[src/rtl/clk_div_ctrl_pkg.sv]
`default_nettype none
// +--------------------------------------------------------------------------+
// | Module   : clk_div_ctrl_pkg                                              |
// | Brief    : Shared constants and channel state encoding for the          |
// |            dual-channel programmable clock divider.                      |
// | Revision : 1.0 - initial release                                         |
// +--------------------------------------------------------------------------+
package clk_div_ctrl_pkg;

  // Width of limit registers and divider counters
  localparam int unsigned PKG_W = 6;

  // Reset half-period limits: 200 MHz / (2*(4+1)) = 20 MHz,
  // 200 MHz / (2*(39+1)) = 2.5 MHz
  localparam logic [PKG_W-1:0] PKG_DEF_LIM1 = 6'd4;
  localparam logic [PKG_W-1:0] PKG_DEF_LIM2 = 6'd39;

  // Channel state: stopped, running, running with a queued update
  typedef enum logic [1:0] {
    ST_OFF    = 2'd0,
    ST_RUN    = 2'd1,
    ST_RELOAD = 2'd2
  } chan_state_t;

endpackage
`default_nettype wire

[src/rtl/clk_div_ctrl_chan.sv]
`default_nettype none
// +--------------------------------------------------------------------------+
// | Module   : clk_div_chan                                                  |
// | Brief    : One divider channel: half-period counter, limit register,    |
// |            pending update, OFF/RUN/RELOAD FSM, output flop and strobe.  |
// | Revision : 1.0 - initial release                                         |
// +--------------------------------------------------------------------------+
module clk_div_chan
  import clk_div_ctrl_pkg::*;
#(
  parameter int unsigned  W       = PKG_W,
  parameter logic [W-1:0] DEF_LIM = PKG_DEF_LIM1
) (
  input  logic         clk,
  input  logic         rst_n,
  input  logic         req,
  input  logic [W-1:0] req_limit,
  input  logic         req_en,
  output logic         pending,
  output logic         clk_out,
  output logic         stb,
  output logic         run
);

  chan_state_t  state;
  logic [W-1:0] cnt;
  logic [W-1:0] lim;
  logic [W-1:0] plim;
  logic         pen;
  logic         pflag;
  logic         out_q;
  logic         stb_q;
  logic         run_q;
  logic         at_toggle;

  // The counter reaching the active limit marks the end of the current phase;
  // >= keeps the channel safe even if the limit ever sits below the count.
  assign at_toggle = (cnt >= lim);

  // Channel FSM with divider counter, output flop, strobe and pending update.
  // Updates only take effect at a phase boundary so no phase is ever cut short.
  always_ff @(posedge clk or negedge rst_n) begin
    if (!rst_n) begin
      state <= ST_RUN;
      cnt   <= '0;
      lim   <= DEF_LIM;
      plim  <= '0;
      pen   <= 1'b0;
      pflag <= 1'b0;
      out_q <= 1'b0;
      stb_q <= 1'b0;
      run_q <= 1'b1;
    end else begin
      stb_q <= 1'b0;
      case (state)
        ST_OFF: begin
          cnt   <= '0;
          out_q <= 1'b0;
          if (pflag) begin
            // A stopped channel takes its update one cycle after acceptance
            lim   <= plim;
            pflag <= 1'b0;
            if (pen) begin
              state <= ST_RUN;
              run_q <= 1'b1;
            end
          end else if (req) begin
            plim  <= req_limit;
            pen   <= req_en;
            pflag <= 1'b1;
          end
        end

        ST_RUN: begin
          if (at_toggle) begin
            cnt   <= '0;
            out_q <= ~out_q;
            stb_q <= ~out_q;
          end else begin
            cnt <= cnt + 1'b1;
          end
          // A request landing on a toggle edge is held for the next boundary
          if (req) begin
            plim  <= req_limit;
            pen   <= req_en;
            pflag <= 1'b1;
            state <= ST_RELOAD;
          end
        end

        ST_RELOAD: begin
          if (at_toggle) begin
            cnt <= '0;
            if (pen) begin
              lim   <= plim;
              pflag <= 1'b0;
              out_q <= ~out_q;
              stb_q <= ~out_q;
              state <= ST_RUN;
            end else if (out_q) begin
              // Stop only on a falling edge so the high phase is complete
              lim   <= plim;
              pflag <= 1'b0;
              out_q <= 1'b0;
              state <= ST_OFF;
              run_q <= 1'b0;
            end else begin
              // Rising boundary while a stop is queued: keep running one more phase
              out_q <= 1'b1;
              stb_q <= 1'b1;
            end
          end else begin
            cnt <= cnt + 1'b1;
          end
        end

        default: begin
          state <= ST_OFF;
          cnt   <= '0;
          pflag <= 1'b0;
          out_q <= 1'b0;
          run_q <= 1'b0;
        end
      endcase
    end
  end

  assign pending = pflag;
  assign clk_out = out_q;
  assign stb     = stb_q;
  assign run     = run_q;

endmodule
`default_nettype wire

[src/rtl/clk_div_ctrl.sv]
`default_nettype none
// +--------------------------------------------------------------------------+
// | Module   : clk_div_ctrl                                                  |
// | Brief    : Two independent programmable clock dividers sharing one      |
// |            valid/ready configuration port.                               |
// | Revision : 1.0 - initial release                                         |
// +--------------------------------------------------------------------------+
module clk_div_ctrl
  import clk_div_ctrl_pkg::*;
#(
  parameter int unsigned  W        = PKG_W,
  parameter logic [W-1:0] DEF_LIM1 = PKG_DEF_LIM1,
  parameter logic [W-1:0] DEF_LIM2 = PKG_DEF_LIM2
) (
  input  logic         clk_in,
  input  logic         ar,
  input  logic         cfg_valid,
  output logic         cfg_ready,
  input  logic         cfg_sel,
  input  logic [W-1:0] cfg_limit,
  input  logic         cfg_en,
  output logic         clk_out1,
  output logic         clk_out2,
  output logic         stb1,
  output logic         stb2,
  output logic         run1,
  output logic         run2
);

  logic accept;
  logic req1;
  logic req2;
  logic pend1;
  logic pend2;

  // Only one update may be in flight at a time across both channels; ready is
  // a direct decode of the registered pending flags, so it falls the cycle
  // after acceptance and rises the cycle after the update lands.
  assign cfg_ready = ~(pend1 | pend2);
  assign accept    = cfg_valid & cfg_ready;
  assign req1      = accept & ~cfg_sel;
  assign req2      = accept &  cfg_sel;

  clk_div_chan #(
    .W       (W),
    .DEF_LIM (DEF_LIM1)
  ) u_chan1 (
    .clk       (clk_in),
    .rst_n     (ar),
    .req       (req1),
    .req_limit (cfg_limit),
    .req_en    (cfg_en),
    .pending   (pend1),
    .clk_out   (clk_out1),
    .stb       (stb1),
    .run       (run1)
  );

  clk_div_chan #(
    .W       (W),
    .DEF_LIM (DEF_LIM2)
  ) u_chan2 (
    .clk       (clk_in),
    .rst_n     (ar),
    .req       (req2),
    .req_limit (cfg_limit),
    .req_en    (cfg_en),
    .pending   (pend2),
    .clk_out   (clk_out2),
    .stb       (stb2),
    .run       (run2)
  );

endmodule
`default_nettype wire

[config.mk]
export PLATFORM = sky130hd
export DESIGN_NAME = clk_div_ctrl
export DESIGN_NICKNAME = d
export VERILOG_FILES = /design/src/rtl/clk_div_ctrl_pkg.sv /design/src/rtl/clk_div_ctrl_chan.sv /design/src/rtl/clk_div_ctrl.sv
export SDC_FILE = /design/constraint.sdc
export NUM_CORES = 1
export LEC_CHECK = 0
export CORE_ASPECT_RATIO = 1.25
export CORE_MARGIN = 5
export CORE_UTILIZATION = 63
export DETAILED_ROUTE_END_ITERATION = 12
export GPL_TIMING_DRIVEN = 0
export PLACE_DENSITY = 0.88
export SLEW_MARGIN = 20
export SYNTH_ARGS = -nofsm -noshare
export SYNTH_HDL_FRONTEND = slang
export SYNTH_SLANG_ARGS = --single-unit
[constraint.sdc]
create_clock -name clk_in -period 3.81 [get_ports clk_in]
set_input_delay 0.762 -clock clk_in [delete_from_list [all_inputs] [get_ports clk_in]]
set_output_delay 0.762 -clock clk_in [all_outputs]
set_load 0.05 [all_outputs]
=== Yosys cells after proc, flatten, opt, wreduce, memory -nomap -nowiden ===
Index checks and enable logic that the tools add are counted.
W data, S select, Z words.

* Input bits: 11
* Register bits after elaboration: 50
* Output and inout port bits: 7
* Logic and storage cells: 154

* Order comparisons: 2
* $add $sub $neg: 2
* Reductions and logical operators: 20
* Muxes and demuxes: 80
* Eq/ne operators: 22
* Bitwise logic cells: 10

{| class="wikitable"
|+ Operators by type and width
! kind !! count
|-
| $mux W6 || 16
|-
| $pmux W6 S2 || 4
|-
| $mux W1 || 36
|-
| $mux W2 || 12
|-
| $ne A2 B1 Y1 const B || 10
|-
| $add A6 B1 Y6 const B || 2
|-
| $ge A6 B6 Y1 || 2
|-
| $ne A2 B2 Y1 const B || 6
|-
| $pmux W1 S2 || 6
|-
| $pmux W1 S3 || 4
|-
| $pmux W2 S3 || 2
|-
| $reduce_and A6 Y1 || 2
|-
| $reduce_and A5 Y1 || 2
|-
| $reduce_and A2 Y1 || 4
|-
| $reduce_and A4 Y1 || 2
|-
| $reduce_bool A2 Y1 || 4
|-
| $ne A3 B1 Y1 const B || 2
|-
| $not A1 Y1 || 6
|-
| $reduce_and A3 Y1 || 2
|-
| $eq A2 B1 Y1 const B || 2
|-
| $eq A2 B2 Y1 const B || 2
|-
| $logic_not A2 Y1 || 2
|-
| $reduce_or A2 Y1 || 2
|-
| $and A1 B1 Y1 || 3
|-
| $or A1 B1 Y1 || 1
|}

=== Depth between registers and ports, before layout ===
Gate-level depths: netlist (run 1).

* Word-level depth: 7
* Mapped depth: 8
* Mapped depth without buffers: 7

=== Modules after synthesis ===
Synthesis (run 1) repeated with hierarchy kept, for this count alone.

* Cell total of the unflattened synthesis: 230
* Area total of the unflattened synthesis: 2693.8 µm²

{| class="wikitable"
|+ By module, submodules not included
! module !! times used !! seq. area each (µm²) !! area an instance (µm²) !! cells each
|-
| clk_div_chan at u_chan1 || 1 || 629.4 || 1332.5 || 112
|-
| clk_div_chan at u_chan2 || 1 || 633.1 || 1330.0 || 115
|-
| clk_div_ctrl || 1 || 0.0 || 31.3 || 3
|}

=== Worst setup path before layout (run 1) ===
Ideal clock, no wire load.

* Path kind: register -> register
* Start: register u_chan2.pflag, in the netlist u_chan2.pending
* End: register u_chan2.pen
* Buffers on the path: 0
* Slack: 1.642 ns
* Setup time: 0.125 ns
* Arrival: 2.043 ns
* Cell stages (with the launch flop): 5
* Clock period less this slack: 2.168 ns
* Required time: 3.685 ns
* Cell sequence: dfrtp_1 > nor2_1 > nand3_1 > nor2_2 > mux2_2

* Longest elaborated chain between the ends: 7
* Elaborated cells on any way between the ends: 9
* Those cells by class: eq/ne: 1; mux: 3; bitwise: 4; reduce/logical: 1

{| class="wikitable"
|+ RTL lines
! element !! RTL line !! source
|-
| start: declaration || clk_div_ctrl_chan.sv:30 || <nowiki>logic pflag;</nowiki>
|-
| start signal: assignment || clk_div_ctrl_chan.sv:49 || <nowiki>pflag <= 1'b0;</nowiki>
|-
| start signal: assignment || clk_div_ctrl_chan.sv:62 || <nowiki>pflag <= 1'b0;</nowiki>
|-
| start signal: assignment || clk_div_ctrl_chan.sv:70 || <nowiki>pflag <= 1'b1;</nowiki>
|-
| $or A1 B1 Y1 (*) || clk_div_ctrl.sv:39 || <nowiki>assign cfg_ready = ~(pend1 | pend2);</nowiki>
|-
| $not A1 Y1 (*) || clk_div_ctrl.sv:39 ||
|-
| net cfg_ready || clk_div_ctrl.sv:18 || <nowiki>output logic cfg_ready,</nowiki>
|-
| $and A1 B1 Y1 (*) || clk_div_ctrl.sv:40 || <nowiki>assign accept = cfg_valid & cfg_ready;</nowiki>
|-
| $and A1 B1 Y1 (*) || clk_div_ctrl.sv:42 || <nowiki>assign req2 = accept & cfg_sel;</nowiki>
|-
| $mux W1 (*) || n/a ||
|-
| $mux W1 || n/a ||
|-
| $pmux W1 S2 (*) || n/a ||
|-
| end signal: assignment || clk_div_ctrl_chan.sv:69 || <nowiki>pen <= req_en;</nowiki>
|-
| end signal: assignment || clk_div_ctrl_chan.sv:85 || <nowiki>pen <= req_en;</nowiki>
|-
| end: declaration || clk_div_ctrl_chan.sv:29 || <nowiki>logic pen;</nowiki>
|}

Mark *: on every way through the listed nets, which the timed path passes. The rest lies on a longest branch. The select of a mux whose other input is x is not followed.
A chain may end at the register's enable or synchronous reset.

=== Worst setup path in the final report (run 1) ===
* Start: register u_chan2.pflag, in the netlist u_chan2.pending
* End: output port cfg_ready

* Longest elaborated chain between the ends: 2

{| class="wikitable"
|+ RTL lines
! element !! RTL line
|-
| $or A1 B1 Y1 || clk_div_ctrl.sv:39
|-
| $not A1 Y1 || clk_div_ctrl.sv:39
|-
| end: declaration || clk_div_ctrl.sv:18
|}

No other way between the ends.

==> results_dict.tcl, run 1 <==
set metrics [dict create \
    drt_first_iter_violations 37 \
    synth-xor-area-share 0.0268 \
    syn-num-nets 258 \
    grt_pass1_wl_um 8000 \
    skew_ps 12.2 \
    grt_pass1_vias 1796 \
    maxCapViolCount 0 \
    async_reset_ff_frac 1.00 \
    drc_errors 0 \
    antenna_found_initial 0 \
    place_inst 299 \
    fin_crit_sh 0.658 \
    ant_nets 0 \
    whs_ps 383 \
    gp_congestion 0.804 \
    muxShareOfSynthArea 0.149 \
    synth_warnings 0 \
    io_buffers 17 \
    final_hold_viol_count 0 \
    area_growth_pct 13.2 \
    routedWlPerCell_um 14.7 \
    pre_cts_ws_ps 1470 \
    grt_max_degree 33 \
    clk_latency_ps 310 \
    tightest_slew_ps 506 \
    synth_edf_count 0 \
    worst-path-max-fanout 4 \
    dp_hpwl_um 3420 \
    yosysSeqAreaShare 0.483 \
    synth_top_area_frac 0.392 \
    coreArea_mm2 0.00407 \
    grtUsageTotal 0.194 \
    overflow 0 \
    rsz0062_at_grt "false" \
    synth.area.top_cells "dfrtp_1, ha_1, mux2_2, dfstp_2, mux2_4" \
    synth_flop_cell "dfrtp_1" \
    ios 18 \
    critPathCaptureType "primary output" \
    cts_made_buffers 5 \
    crit_type "flip-flop to primary output" \
    clock-sinks 50 \
    powerDensity_mw_per_mm2 826 \
    synth_area_per_cell_um2 11.6 \
    cts_tree "built" \
    clock_path_buffers 2 \
    status "finished clean" \
    power_mw 2.45 \
    irDropWorstVdd_mv 0.589 \
    synth_compound_area_frac 0.104 \
    netlist-cell-type-count 42 \
    placed_area_mm2 0.00287 \
    rr_startpoint "u_chan1.lim[2]" \
    setup_violations 0 \
    nets 283 \
    slew_headroom 0.662 \
    cts_root_buf "clkbuf_8" \
    hp-class "input port to async pin" \
    rows 26 \
    netlist_area_mm2 0.00262 \
    clkTransAtPathRegs_ps 100 \
    startpoint "u_chan2.pending" \
    utilization 0.728 \
    critPathLaunchType "flip-flop" \
    synth_cells 225 \
    yosys_register_bits 50 \
    drv_slew 0 \
    synthAdderAreaFrac 0.105 \
    fin_crit_ps 2510 \
    required_ps 3050 \
    firstDrtPassIters 4 \
    leakage_nw 1.39 \
    arrival_ps 1740 \
    fin_ws_ps 1300 \
    ctsResizeCount 0 \
    finalNonFillerCells 307 \
    timing.fmax_mhz 399 \
    start_util 0.643 \
    die_h_um 82.0 \
    cts_max_level 2 \
    tns_ps 0 \
    n_antenna_cell 0 \
    synth.largest_area_cell "dfrtp_1" \
    synthSimpleGateAreaFrac 0.0990 \
    postCtsHoldBufs 0 \
    avgViaCountPerCell 5.50 \
    stdcell_area_mm2 0.00296 \
    routed_wl_um 4510 \
    drive_above_1_share 0.231 \
    dieArea_mm2 0.00555 \
    synth_top_family_by_area "multiplexers" \
    vias 1689 \
    die_w_um 67.6 \
    cts_setup_buffers 0 \
]
==> routing by layer <==
layer	vias up	wire [um]	GRT usage
met1	839	1800	0.214
met2	22	2500	0.352
met4	0	71	0.0690
met5	-	0	0
li1	821	-	-
met3	7	139	0.0520
==> synth_stat cells, types with 2 or more instances <==
master      n
nor3b_1     2
nand2_1    12
and3_2      2
mux2i_1     3
xnor2_1     4
inv_1      18
nand3_1     5
a21oi_1    10
nor2_1     23
dfrtp_1    41
mux2_4      6
a21boi_0    3
mux2_2     22
xor2_1      4
dfstp_2     9
mux2_1      2
nand2b_1    2
a211oi_1    2
a2bb2oi_1   2
buf_2       2
clkbuf_1    2
ha_1       22
o21ai_0     7
a21o_1      2
==> sequential cells by signal (all words and copies together) (netlist names) <==
register and cells:
u_chan1.run 1, u_chan1.clk_out 1, u_chan1.cnt 6, u_chan2.run 1
u_chan2.stb 1, u_chan1.lim 6, u_chan2.pen 1, u_chan1.stb 1
u_chan2.lim 6, u_chan2.clk_out 1, u_chan2.plim 6, u_chan2.state 2
u_chan2.cnt 6, u_chan2.pending 1, u_chan1.plim 6, u_chan1.pen 1
u_chan1.state 2, u_chan1.pending 1
==> path summary, 6_finish.rpt <==
| kind | slack, ps | cells after the start | end |
|---|---|---|---|
| max in group asynchronous | 2830 | 2 | u_chan2.lim[1] |
| worst min-delay path | 380 | 1 | u_chan1.cnt[4] |
| min in group clk_in | 490 | 1 | u_chan2.cnt[0] |
| worst min register to register | 490 | 1 | u_chan2.cnt[0] |
| worst max-delay path | 1300 | 2 | cfg_ready |
| worst max register to register | 1540 | 7 | u_chan1.state[1] |
==> final cells by class <==
class                      instances  area [um2]
multi-input combinational        153        1270
inverter                          18        67.6
tap                               56        70.1
fill                             307        1110
clock inverter                     3        21.3
sequential                        50        1260
buffer                             4        17.5
clock buffer                       5        68.8
timing repair buffer              18         185
==> critical path, cell delays in order (launching register included) <==
cell and delay (ps):
dfrtp_1 420, nor2_1 190, clkdlybuf4s50_1 840
==> cells in the final DEF (no fill, tap or decap), types with 6 or more instances in the layout <==
master            n
a21oi_1          10
mux2_4            6
nand2_1          12
nor2_1           23
ha_1             22
clkdlybuf4s50_1  16
dfstp_2           9
mux2_2           22
o21ai_0           7
dfrtp_1          41
inv_1            18
==> power by group <==
part	internal, mW	switching, mW	leakage, nW
logic	0.590	0.619	0.732
registers	0.780	0.146	0.615
clock network	0.129	0.182	0.0441
==> cell families after synthesis <==
logic type | Yosys count
XOR/XNOR | 8
AND/OR/NAND/NOR | 54
adder cells (fa/ha/maj) | 22
AO/OA/AOI/OAI | 36
flip-flops | 50
multiplexers | 33
buffers and inverters | 22
Note: power is estimated with default switching activity, not from simulation.
==> run 2: changes to the inputs <==
- CORE_UTILIZATION: 63 -> 53
- PLACE_DENSITY: 0.88 -> 0.8
- clock period: 3.81 -> 2.1 ns (I/O delays scaled with it)
==> results_dict.tcl, run 2 (synthesis gave the netlist of run 1 again) <==
set metrics [dict create \
    final_hold_viol_count 0 \
    status "finished clean" \
    cts_max_level 2 \
    critical-path-top-delay-family "compound AO/OA/AOI/OAI gates" \
    coreArea_mm2 0.00476 \
    maxCapViolCount 0 \
    power_mw 4.54 \
    clkTransAtPathRegs_ps 90 \
    critPathMaxStageDelay_ps 560 \
    pre_cts_ws_ps -195 \
    gp_congestion 0.826 \
    critPathLaunchType "flip-flop" \
    worst-path-max-fanout 4 \
    powerDensity_mw_per_mm2 1500 \
    cts_tree "built" \
    overflow 0 \
    leakage_nw 1.42 \
    grtUsageTotal 0.164 \
    cp_cell_sequence "inv_2 -> ha_4 -> a21oi_2 -> o21ai_2 -> a221oi_4 -> a221o_1 -> mux2_4" \
    firstDrtPassIters 4 \
    grt_max_degree 31 \
    nets 287 \
    drive_above_1_share 0.275 \
    fin_crit_ps 2060 \
    met1_usage 0.199 \
    avgViaCountPerCell 5.41 \
    fin_ws_ps 35.2 \
    drt_first_iter_violations 83 \
    postCtsHoldBufs 0 \
    ios 18 \
    grtUsageMet3 0.0364 \
    critPathCaptureType "flip-flop" \
    ant_nets 0 \
    rows 28 \
    clock-sinks 50 \
    clock_path_buffers 2 \
    crit_type "flip-flop to flip-flop" \
    grt_busiest_layer "met2" \
    n_antenna_cell 0 \
    routedWlPerCell_um 14.8 \
    grt_pass1_wl_um 8220 \
    cts_made_buffers 5 \
    die_h_um 88.5 \
    io_buffers 17 \
    drc_errors 0 \
    routed_wl_um 4650 \
    die_w_um 72.8 \
    clk_latency_ps 290 \
    dp_hpwl_um 3460 \
    area_growth_pct 15.8 \
    most-common-layout-cells "dfrtp_1, nor2_1, mux2_2, ha_1, inv_1" \
    hp-class "input port to async pin" \
    start_util 0.549 \
    required_ps 2280 \
    use_met2 0.292 \
    antenna_found_initial 0 \
    fin_crit_sh 0.983 \
    drv_slew 0 \
    skew_ps 8.85 \
    cp_slowest_cell "dfstp_2" \
    path_buf_inv 1 \
    vias 1705 \
    slew_headroom 0.660 \
    tightest_slew_ps 509 \
    arrival_ps 2250 \
    cts_root_buf "clkbuf_8" \
    final_common_cell "dfrtp_1" \
    timing.fmax_mhz 484 \
    dieArea_mm2 0.00645 \
    rsz0062_at_grt "true" \
    irDropWorstVdd_mv 0.785 \
    grt_pass1_vias 1784 \
    setup_violations 0 \
]
## run 2: final cells by class
type,count,area (um2)
Buffer,3,21.3
Clock inverter,2,10.0
Tap cell,60,75.1
Inverter,18,67.6
Clock buffer,6,72.6
Timing Repair Buffer,23,221
Multi-Input combinational cell,153,1300
Fill cell,392,1740
Sequential cell,50,1260
## run 2: report_power, final
group / leakage [nW] / switching, mW / total [mW] / internal, mW
clock network: 0.0450 / 0.302 / 0.534 / 0.232
registers: 0.615 / 0.278 / 1.69 / 1.42
logic: 0.756 / 1.17 / 2.31 / 1.15
total: 1.42 / 1.75 / 4.54 / 2.79
## run 2: repair_timing
item,in CTS,in global routing
resized for setup,5,8
setup buffers,4,1
endpoints found under the setup margin,15,25
cloned,0,0
pin swaps,7,5
## run 2: worst register-to-register path, delay by kind of cell (launching register included)
kind | cells | cell delay [ps]
adders and majority gates | 1 | 210
DFF | 1 | 560
buffers and inverters | 1 | 50
muxes | 1 | 310
AOI/OAI and AO/OA | 4 | 840
## run 2: final timing paths
check | from | end | slack, ps | cells past startpoint
min in group clk_in | u_chan1.cnt[0] | u_chan1.cnt[0] | 500 | 1
max | u_chan1.lim[2] | u_chan1.state[1] | 40 | 7
min | ar | u_chan1.cnt[4] | 80 | 1
min reg2reg | u_chan1.cnt[0] | u_chan1.cnt[0] | 500 | 1
max reg2reg | u_chan1.lim[2] | u_chan1.state[1] | 40 | 7
max in group asynchronous | ar | u_chan2.run | 1410 | 2
## run 2: through the flow
step,cell area (um2),utilization,setup TNS [ps],hold slack [ps],instances
2_1_floorplan,2620,-,0,124,225
3_3_place_gp,2870,0.602,-36840,484,302
3_5_place_dp,2880,0.605,-2020,416,303
4_1_cts,3010,0.632,0,86.7,315
5_1_grt,3030,0.636,-266,105,315
6_report,3030,0.636,0,76.3,315
## run 2: layer usage
layer  vias up  wire length (um)
li1        832                 -
met1       849              1920
met2        20              2590
met3         4               112
met4         0                37
met5         -                 0
==> run 3: changes to the inputs <==
- REMOVE_ABC_BUFFERS: default -> 1
- SETUP_SLACK_MARGIN: default -> 0.02
==> results_dict.tcl, run 3 (synthesis gave the netlist of run 1 again) <==
set metrics [dict create \
    start_util 0.549 \
    fin_ws_ps 31.9 \
    n_antenna_cell 0 \
    gp_congestion 0.781 \
    io_buffers 17 \
    fin_crit_sh 0.985 \
    arrival_ps 2260 \
    grt_max_degree 32 \
    clock-sinks 50 \
    critPathCaptureType "flip-flop" \
    reg2reg_depth 7 \
    avgViaCountPerCell 5.45 \
    cp_slowest_cell "dfstp_2" \
    dp_hpwl_um 3250 \
    skew_ps 10.4 \
    routed_wl_um 4640 \
    clk_latency_ps 300 \
    timing.fmax_mhz 484 \
    ant_nets 0 \
    irDropWorstVdd_mv 0.945 \
    leakage_nw 1.44 \
    stdcell_area_mm2 0.00309 \
    final_hold_viol_count 0 \
    utilization 0.648 \
    rows 28 \
    critical-path-top-delay-family "compound AO/OA/AOI/OAI gates" \
    cts_root_buf "clkbuf_8" \
    drt_first_iter_violations 113 \
    critPathLaunchType "flip-flop" \
    powerDensity_mw_per_mm2 1530 \
    cts_max_level 2 \
    ios 18 \
    firstDrtPassIters 4 \
    status "finished clean" \
    critPathMaxStageDelay_ps 550 \
    overflow 0 \
    nets 284 \
    hp-class "input port to async pin" \
    slew_headroom 0.504 \
    pre_cts_ws_ps -217 \
    rrSetupSlack_ps 30 \
    tightest_slew_ps 744 \
    fin_crit_ps 2070 \
    grtUsageTotal 0.159 \
    most-common-layout-cells "dfrtp_1, nor2_1, mux2_2, ha_1, inv_1" \
    path_buf_inv 1 \
    coreArea_mm2 0.00476 \
    antenna_found_initial 0 \
    cp_cell_sequence "inv_2 -> ha_4 -> a21oi_2 -> o21ai_2 -> a221oi_4 -> a221o_1 -> mux2_4" \
    cts_made_buffers 5 \
    rr_endpoint "u_chan1.state[1]" \
    clock_path_buffers 2 \
    grt_pass1_wl_um 8020 \
    power_mw 4.72 \
    vias 1694 \
    rr_startpoint "u_chan1.lim[2]" \
    area_growth_pct 18.0 \
    drc_errors 0 \
    dieArea_mm2 0.00645 \
    setup_violations 0 \
    routedWlPerCell_um 14.9 \
    die_w_um 72.8 \
    die_h_um 88.5 \
    grt_pass1_vias 1774 \
    drv_slew 0 \
    clkTransAtPathRegs_ps 90 \
    rsz0062_at_grt "true" \
    placed_area_mm2 0.00287 \
    final_common_cell "dfrtp_1" \
    worst-path-max-fanout 5 \
    maxCapViolCount 0 \
    required_ps 2300 \
    drive_above_1_share 0.279 \
    tns_ps 0 \
    crit_type "flip-flop to flip-flop" \
    cts_tree "built" \
]
## run 3: cell types whose count changed in the layout (fill, tap and decap cells not counted), moves of 2 or more
cell,previous run,this run
ha_1,21,18
clkinv_2,2,0
dlymetal6s2s_1,0,2
clkdlybuf4s50_1,15,13
ha_4,1,3
## run 3: through the flow
| stage | hold slack (ps) | cells |
|---|---|---|
| floorplan | 124 | 221 |
| global placement | 478 | 298 |
| detailed placement | 485 | 299 |
| CTS | 192 | 308 |
| global route | 226 | 311 |
| finish | 172 | 311 |
## run 3: worst max path at each step
stage,startpoint,endpoint,slack (ps),cells after the start
CTS,u_chan1.lim[2],u_chan1.state[1],5,7
finish,u_chan1.lim[2],u_chan1.state[1],30,7
global route,u_chan1.state[0],u_chan1.lim[5],-30,6
detailed placement,u_chan1.lim[2],u_chan1.state[1],-220,7
floorplan,u_chan2.pending,u_chan2.pen,-70,4
global placement,ar,u_chan2.state[1],-770,1
## run 3: cell type report
class	instances	area, um2
sequential	50	1260
timing repair buffer	23	234
multi-input combinational	153	1330
fill	393	1680
inverter	18	67.6
clock buffer	6	82.6
clock inverter	1	30.0
tap	60	75.1
## run 3: timing repair
item                       4_1_cts  5_1_grt
setup endpoints to repair       17       20
resized for setup                8        9
buffers inserted                 2        3
hold endpoints to repair         0        0
hold buffers                     0        0
pin swaps                        5        6
## run 3: metal layers
layer / vias up / track usage / share of wire / wire length [um]
li1: 828 / - / - / -
met5: - / 0 / 0 / 0
met1: 846 / 0.185 / 0.42 / 1930
met3: 5 / 0.0318 / 0.024 / 110
met4: 0 / 0.0537 / 0.012 / 55
met2: 15 / 0.289 / 0.55 / 2540
## run 3: worst register-to-register path, stage by stage (launching register included)
cell and delay, ps:
dfstp_2 550, inv_2 40, ha_4 210, a21oi_2 130, o21ai_2 80, a221oi_4 360
a221o_1 270, mux2_4 310
## run 3: report_power, final
part	switching, mW	total (mW)	internal (mW)
sequential	0.261	1.68	1.41
clock	0.313	0.694	0.381
combinational	1.18	2.35	1.17
total	1.75	4.72	2.96
